## src/rtl/crypt_pkg.sv

```systemverilog
// crypt_pkg: shared state/key types, byte-lane indices and key rotation helpers.
package crypt_pkg;
  typedef logic [127:0] state_t;
  typedef logic [127:0] key_t;
  // Byte-lane index into a state word; lane 15 is [127:120].
  localparam int W0 = 15, W1 = 14, W2 = 13, W3 = 12;
  localparam int X0 = 11, X1 = 10, X2 = 9,  X3 = 8;
  localparam int Y0 = 7,  Y1 = 6,  Y2 = 5,  Y3 = 4;
  localparam int Z0 = 3,  Z1 = 2,  Z2 = 1,  Z3 = 0;
  function automatic key_t rotl2(input key_t k);
    return {k[125:0], k[127:126]};
  endfunction
  function automatic logic [15:0] byte_parity(input state_t s);
    logic [15:0] p;
    for (int i = 0; i < 16; i++) p[i] = ^s[8*i +: 8];
    return p;
  endfunction
endpackage

```

## src/rtl/stage6_out_fifo.sv

```systemverilog
// stage6_out_fifo: 2-entry valid/ready queue with a registered head.
module stage6_out_fifo #(
  parameter int W = 129
) (
  input  logic         clk,
  input  logic         reset,
  input  logic         i_push,
  input  logic         i_pop,
  input  logic [W-1:0] i_din,
  output logic [W-1:0] o_dout,
  output logic         o_valid,
  output logic         o_full
);
  logic [W-1:0] r_head, r_tail;
  logic [1:0]   r_cnt;
  assign o_dout  = r_head;
  assign o_valid = r_cnt != 2'd0;
  assign o_full  = r_cnt == 2'd2;
  // Head is only rewritten on a real transfer so it holds while full or empty.
  always_ff @(posedge clk or negedge reset) begin
    if (!reset) begin
      r_head <= '0;
      r_tail <= '0;
      r_cnt  <= 2'd0;
    end else if (i_push && (r_cnt == 2'd0 || (r_cnt == 2'd1 && i_pop))) begin
      r_head <= i_din;
      r_cnt  <= 2'd1;
    end else if (i_push) begin
      r_tail <= i_din;
      r_cnt  <= 2'd2;
    end else if (i_pop) begin
      r_head <= r_cnt == 2'd2 ? r_tail : r_head;
      r_cnt  <= r_cnt - 2'd1;
    end
  end
endmodule

```

## src/rtl/stage6_key_mix.sv

```systemverilog
// stage6_key_mix: XORs Stage5 state with the round key and queues it for downstream.
// Define STAGE6_PARITY_EN to add per-byte parity output out_parity.
module stage6_key_mix
  import crypt_pkg::*;
#(
  parameter int ROUNDS = 8,
  parameter int CNT_W  = $clog2(ROUNDS)
) (
  input  logic             clk,
  input  logic             reset,
  input  logic             Enable,
  input  logic             key_load,
  input  logic [127:0]     key_in,
  input  logic             in_valid,
  output logic             in_ready,
  input  logic [127:0]     in_state,
  output logic             out_valid,
  input  logic             out_ready,
  output logic [127:0]     out_state,
  output logic             out_last,
`ifdef STAGE6_PARITY_EN
  output logic [15:0]      out_parity,
`endif
  output logic             k0,
  output logic             k1,
  output logic [CNT_W-1:0] round_idx
);
`ifdef STAGE6_PARITY_EN
  localparam int PW = 145;
`else
  localparam int PW = 129;
`endif
  localparam logic [CNT_W-1:0] LAST = CNT_W'(ROUNDS - 1);
  key_t             r_key, r_master;
  logic [CNT_W-1:0] r_round;
  logic             w_push, w_pop, w_full, w_last;
  state_t           w_mix;
  logic [PW-1:0]    w_din, w_dout;
  assign w_mix     = in_state ^ r_key;
  assign w_last    = r_round == LAST;
  assign in_ready  = reset & Enable & ~key_load & ~w_full;
  assign w_push    = in_valid & in_ready;
  assign w_pop     = out_valid & out_ready & Enable;
  assign k0        = r_key[0];
  assign k1        = r_key[1];
  assign round_idx = r_round;
`ifdef STAGE6_PARITY_EN
  assign w_din = {w_mix, w_last, byte_parity(w_mix)};
  assign {out_state, out_last, out_parity} = w_dout;
`else
  assign w_din = {w_mix, w_last};
  assign {out_state, out_last} = w_dout;
`endif
  always_ff @(posedge clk or negedge reset) begin
    if (!reset) begin
      r_key    <= '0;
      r_master <= '0;
      r_round  <= '0;
    end else if (Enable && key_load) begin
      r_key    <= key_in;
      r_master <= key_in;
      r_round  <= '0;
    end else if (w_push) begin
      r_key    <= w_last ? r_master : rotl2(r_key);
      r_round  <= w_last ? '0 : r_round + CNT_W'(1);
    end
  end
  stage6_out_fifo #(.W(PW)) u_fifo (
    .clk    (clk),
    .reset  (reset),
    .i_push (w_push),
    .i_pop  (w_pop),
    .i_din  (w_din),
    .o_dout (w_dout),
    .o_valid(out_valid),
    .o_full (w_full)
  );
endmodule
```

## config.mk

```make
export PLATFORM = sky130hd
export DESIGN_NAME = stage6_key_mix
export DESIGN_NICKNAME = d
export VERILOG_FILES = /design/src/rtl/crypt_pkg.sv /design/src/rtl/stage6_out_fifo.sv /design/src/rtl/stage6_key_mix.sv
export SDC_FILE = /design/constraint.sdc
export NUM_CORES = 1
export LEC_CHECK = 0
export CORE_MARGIN = 4
export CORE_UTILIZATION = 45
export CTS_CLUSTER_DIAMETER = 60
export DETAILED_ROUTE_END_ITERATION = 10
export GPL_ROUTABILITY_DRIVEN = 0
export PLACE_DENSITY = 0.69
export SYNTH_ARGS = -nofsm -noshare
export SYNTH_HDL_FRONTEND = slang
export SYNTH_SLANG_ARGS = --single-unit
```

## constraint.sdc

```tcl
create_clock -name clk -period 2.2 [get_ports clk]
set_clock_uncertainty 0.05 [all_clocks]
set_input_delay 0.66 -clock clk [delete_from_list [all_inputs] [get_ports clk]]
set_output_delay 0.66 -clock clk [all_outputs]
set_load 0.02 [all_outputs]
```

==> impl_metrics.toml <==
[outcome]
status = "complete, but fails checks"
violations = "negative setup slack"

[detailed_routing]
routed_wl_um = 75600
first_iter_violations = 1496
vias = 19100
drc = 0
via_per_inst = 5.73
wl_per_cell_um = 22.7
dr.pass1.iters = 5
antenna_left = 0

[synthesis]
syn-cell-area_sq_mm = 0.0245
syn_inst = 2153
ys_seq_area_share_pct = 53.0
synth_top_cell_by_area = "dfrtp_1"
syn_nets = 2420
synth_top_cells_by_area = "dfrtp_1 (53%), mux2i_1 (11%), o211ai_1 (7.8%)"
synth_cell_types = 33
synth_edf_count = 0
ys_async_sr_fraction_pct = 100
synth_ff_type = "dfrtp_1"
avgSynthCellArea_sq_um = 11.4
synth_top_area_share_pct = 53.0
yosysWarnings = 0
ys_ff_latch = 519

[sta]
finalSetupViolCount = 28
finalMaxSlewViolations = 0
rsz0062_at_grt = "yes"
period_minus_slack_ns = 2.38
max_freq_ghz = 0.421
finalHoldViolCount = 0
relSlewSlack_pct = 41.4
period_share_pct = 108
tightest_slew_ns = 0.879
tns_ns = -0.996
fin_ws_ns = -0.178

[setup_path]
crit_fanout = 2
cp_slowest_cell = "dfrtp_1"
worstReg2RegEnd = "u_fifo.o_dout[33]"
cp-end-kind = "output port"
critical_path_class = "reg -> out"
startpoint = "u_fifo.r_cnt[1]"
crit_required_ns = 1.49
r2r_setup_slack_ns = -0.04
reg2reg_depth = 9
cp.arrival_ns = 1.67
path_cells = "ha_4 -> nand4bb_4 -> clkinv_4 -> buf_6"
r2r_start = "u_fifo.r_cnt[1]"
critical_path.max_stage_delay_ns = 0.42
cp-start-kind = "flip-flop"

[layout]
multi_input_area_sq_mm = 0.0106
final_cell_count_no_fill = 3330
layout_common_cells = "dfrtp_1 (519), nand2_1 (385), clkdlybuf4s50_1 (260)"
nets = 2846
area_growth_pct = 32.4
drive_above_1_share_pct = 14.8
final-seq-area_sq_mm = 0.0130
final_common_cell = "dfrtp_1"
nFillCells = 4321

[global_routing]
grt.overflow.total = 0
grt_pass1_vias = 20000
grt_usage_pct = 25.0
grt_max_degree = 146
antenna_found_initial = 13
grt_pass1_wl_um = 115000

[floorplanning]
die_w_um = 241
ios = 398
floorplan.initialDensity_pct = 45.5
dieHeight_um = 241
rows = 85
die_area_sq_mm = 0.0582
coreArea_sq_mm = 0.0538

[placed_design]
portBuffers = 397
dpl_worst_slack_ns = -0.426
dp_hpwl_um = 50700
dpl.cell_count = 3206

[clock_network]
cts_buffer_depth = 3
clock-sinks = 519
htreeDepth = 2
insertion_delay_ns = 0.60
cts.clk_slew.worst_paths_ns = 0.06
tritoncts = "done"
root_buffer = "clkbuf_16"
cts_made_buffers = 57

[min_path]
hold_path_class = "reg -> reg"
worstHoldStart = "r_master[2]"
holdPathEnd = "r_master[2]"
holdPathStages = 2

[power]
powerDensity_mw_per_mm2 = 1110
irDropWorstVdd_mv = 0.710
p_leak_uw = 0.0153

[flow_run]
maxCapViolCount = 0
per-stage QoR:
| step | instance area (sq um) | utilization [%] | power [uW] | hold slack [ns] |
|---|---|---|---|---|
| 4_1_cts | 32200 | 59.9 | 36200 | 0.427 |
| 3_5_place_dp | 30300 | 56.3 | 26400 | 0.412 |
| 2_1_floorplan | 24500 | - | 21000 | 0.314 |
| 3_3_place_gp | 30300 | 56.3 | 25900 | 0.406 |
| 5_1_grt | 32400 | 60.2 | 37800 | 0.441 |
| 6_report | 32400 | 60.2 | 36100 | 0.425 |
cell usage after synthesis, types with 2 or more instances:
master,instances
a21oi_1,132
buf_1,2
buf_2,72
buf_4,4
buf_6,13
clkbuf_1,96
dfrtp_1,519
ha_1,5
inv_1,4
mux2_1,10
mux2_2,19
mux2_4,100
mux2i_1,257
nand2_1,387
nand3_1,2
nor3_1,2
nor4_1,129
o211ai_1,256
o21ai_0,3
xor2_1,128
cell families after synthesis:
kind of cell / synth area share (%)
XOR/XNOR: 4.58
buffers and inverters: 3.77
adder cells (fa/ha/maj): 0.255
AO/OA/AOI/OAI: 10.8
multiplexers: 18.0
flip-flops: 53.0
AND/OR/NAND/NOR: 9.57
layout make-up:
class | instances | area share (%)
flip-flops and latches | 519 | 40.1
clock inverters | 23 | 1.13
well taps | 696 | 2.69
diodes | 9 | 0.0695
inverters | 5 | 0.0965
repair buffers | 554 | 17.8
multi-input cells | 1442 | 32.9
clock buffers | 82 | 5.25
state kept, by name (all words and copies together), names as in the netlist:
signal and count:
r_key 128, r_master 128, round_idx 3, u_fifo.o_dout 129, u_fifo.r_cnt 2, u_fifo.r_tail 129
power breakdown:
group / internal, uW / switching [uW] / leakage [uW]
Clock: 6430 / 4000 / 0.00101
Sequential: 12500 / 2170 / 0.00645
Combinational: 5360 / 5570 / 0.00785
worst max path at each step:
stage               slack [ns]  cells past startpoint                 end
finish                   -0.18                      4            in_ready
global route             -0.24                      5            in_ready
CTS                      -0.21                      5            in_ready
detailed placement       -0.43                      7   u_fifo.o_dout[37]
global placement         -0.41                      7   u_fifo.o_dout[31]
floorplan                 0.21                      7  u_fifo.r_tail[118]
timing repair:
action | CTS | global route
gates resized for setup | 142 | 12
setup endpoints to repair | 136 | 53
gates cloned | 0 | 5
hold buffers | 1 | 0
setup buffers | 2 | 3
pin swaps | 1 | 5
endpoints found under the hold margin | 41 | 0
layer usage:
metal / share of wire (%) / vias up / GRT usage [%] / wire length (um)
met5: 0.089 / - / 0 / 67
met3: 6.6 / 119 / 5.05 / 5010
met1: 43 / 9692 / 34.3 / 32500
met4: 2.2 / 10 / 7.02 / 1670
li1: - / 8614 / - / -
met2: 48 / 633 / 40.9 / 36400
critical path, delay by kind of cell (launching register included):
kind | cells | cell delay (ns)
adders and majority gates | 1 | 0.18
buffers and inverters | 2 | 0.22
DFF | 1 | 0.42
and+or+nand+nor | 1 | 0.26
Power figures use the tool's default switching activity.
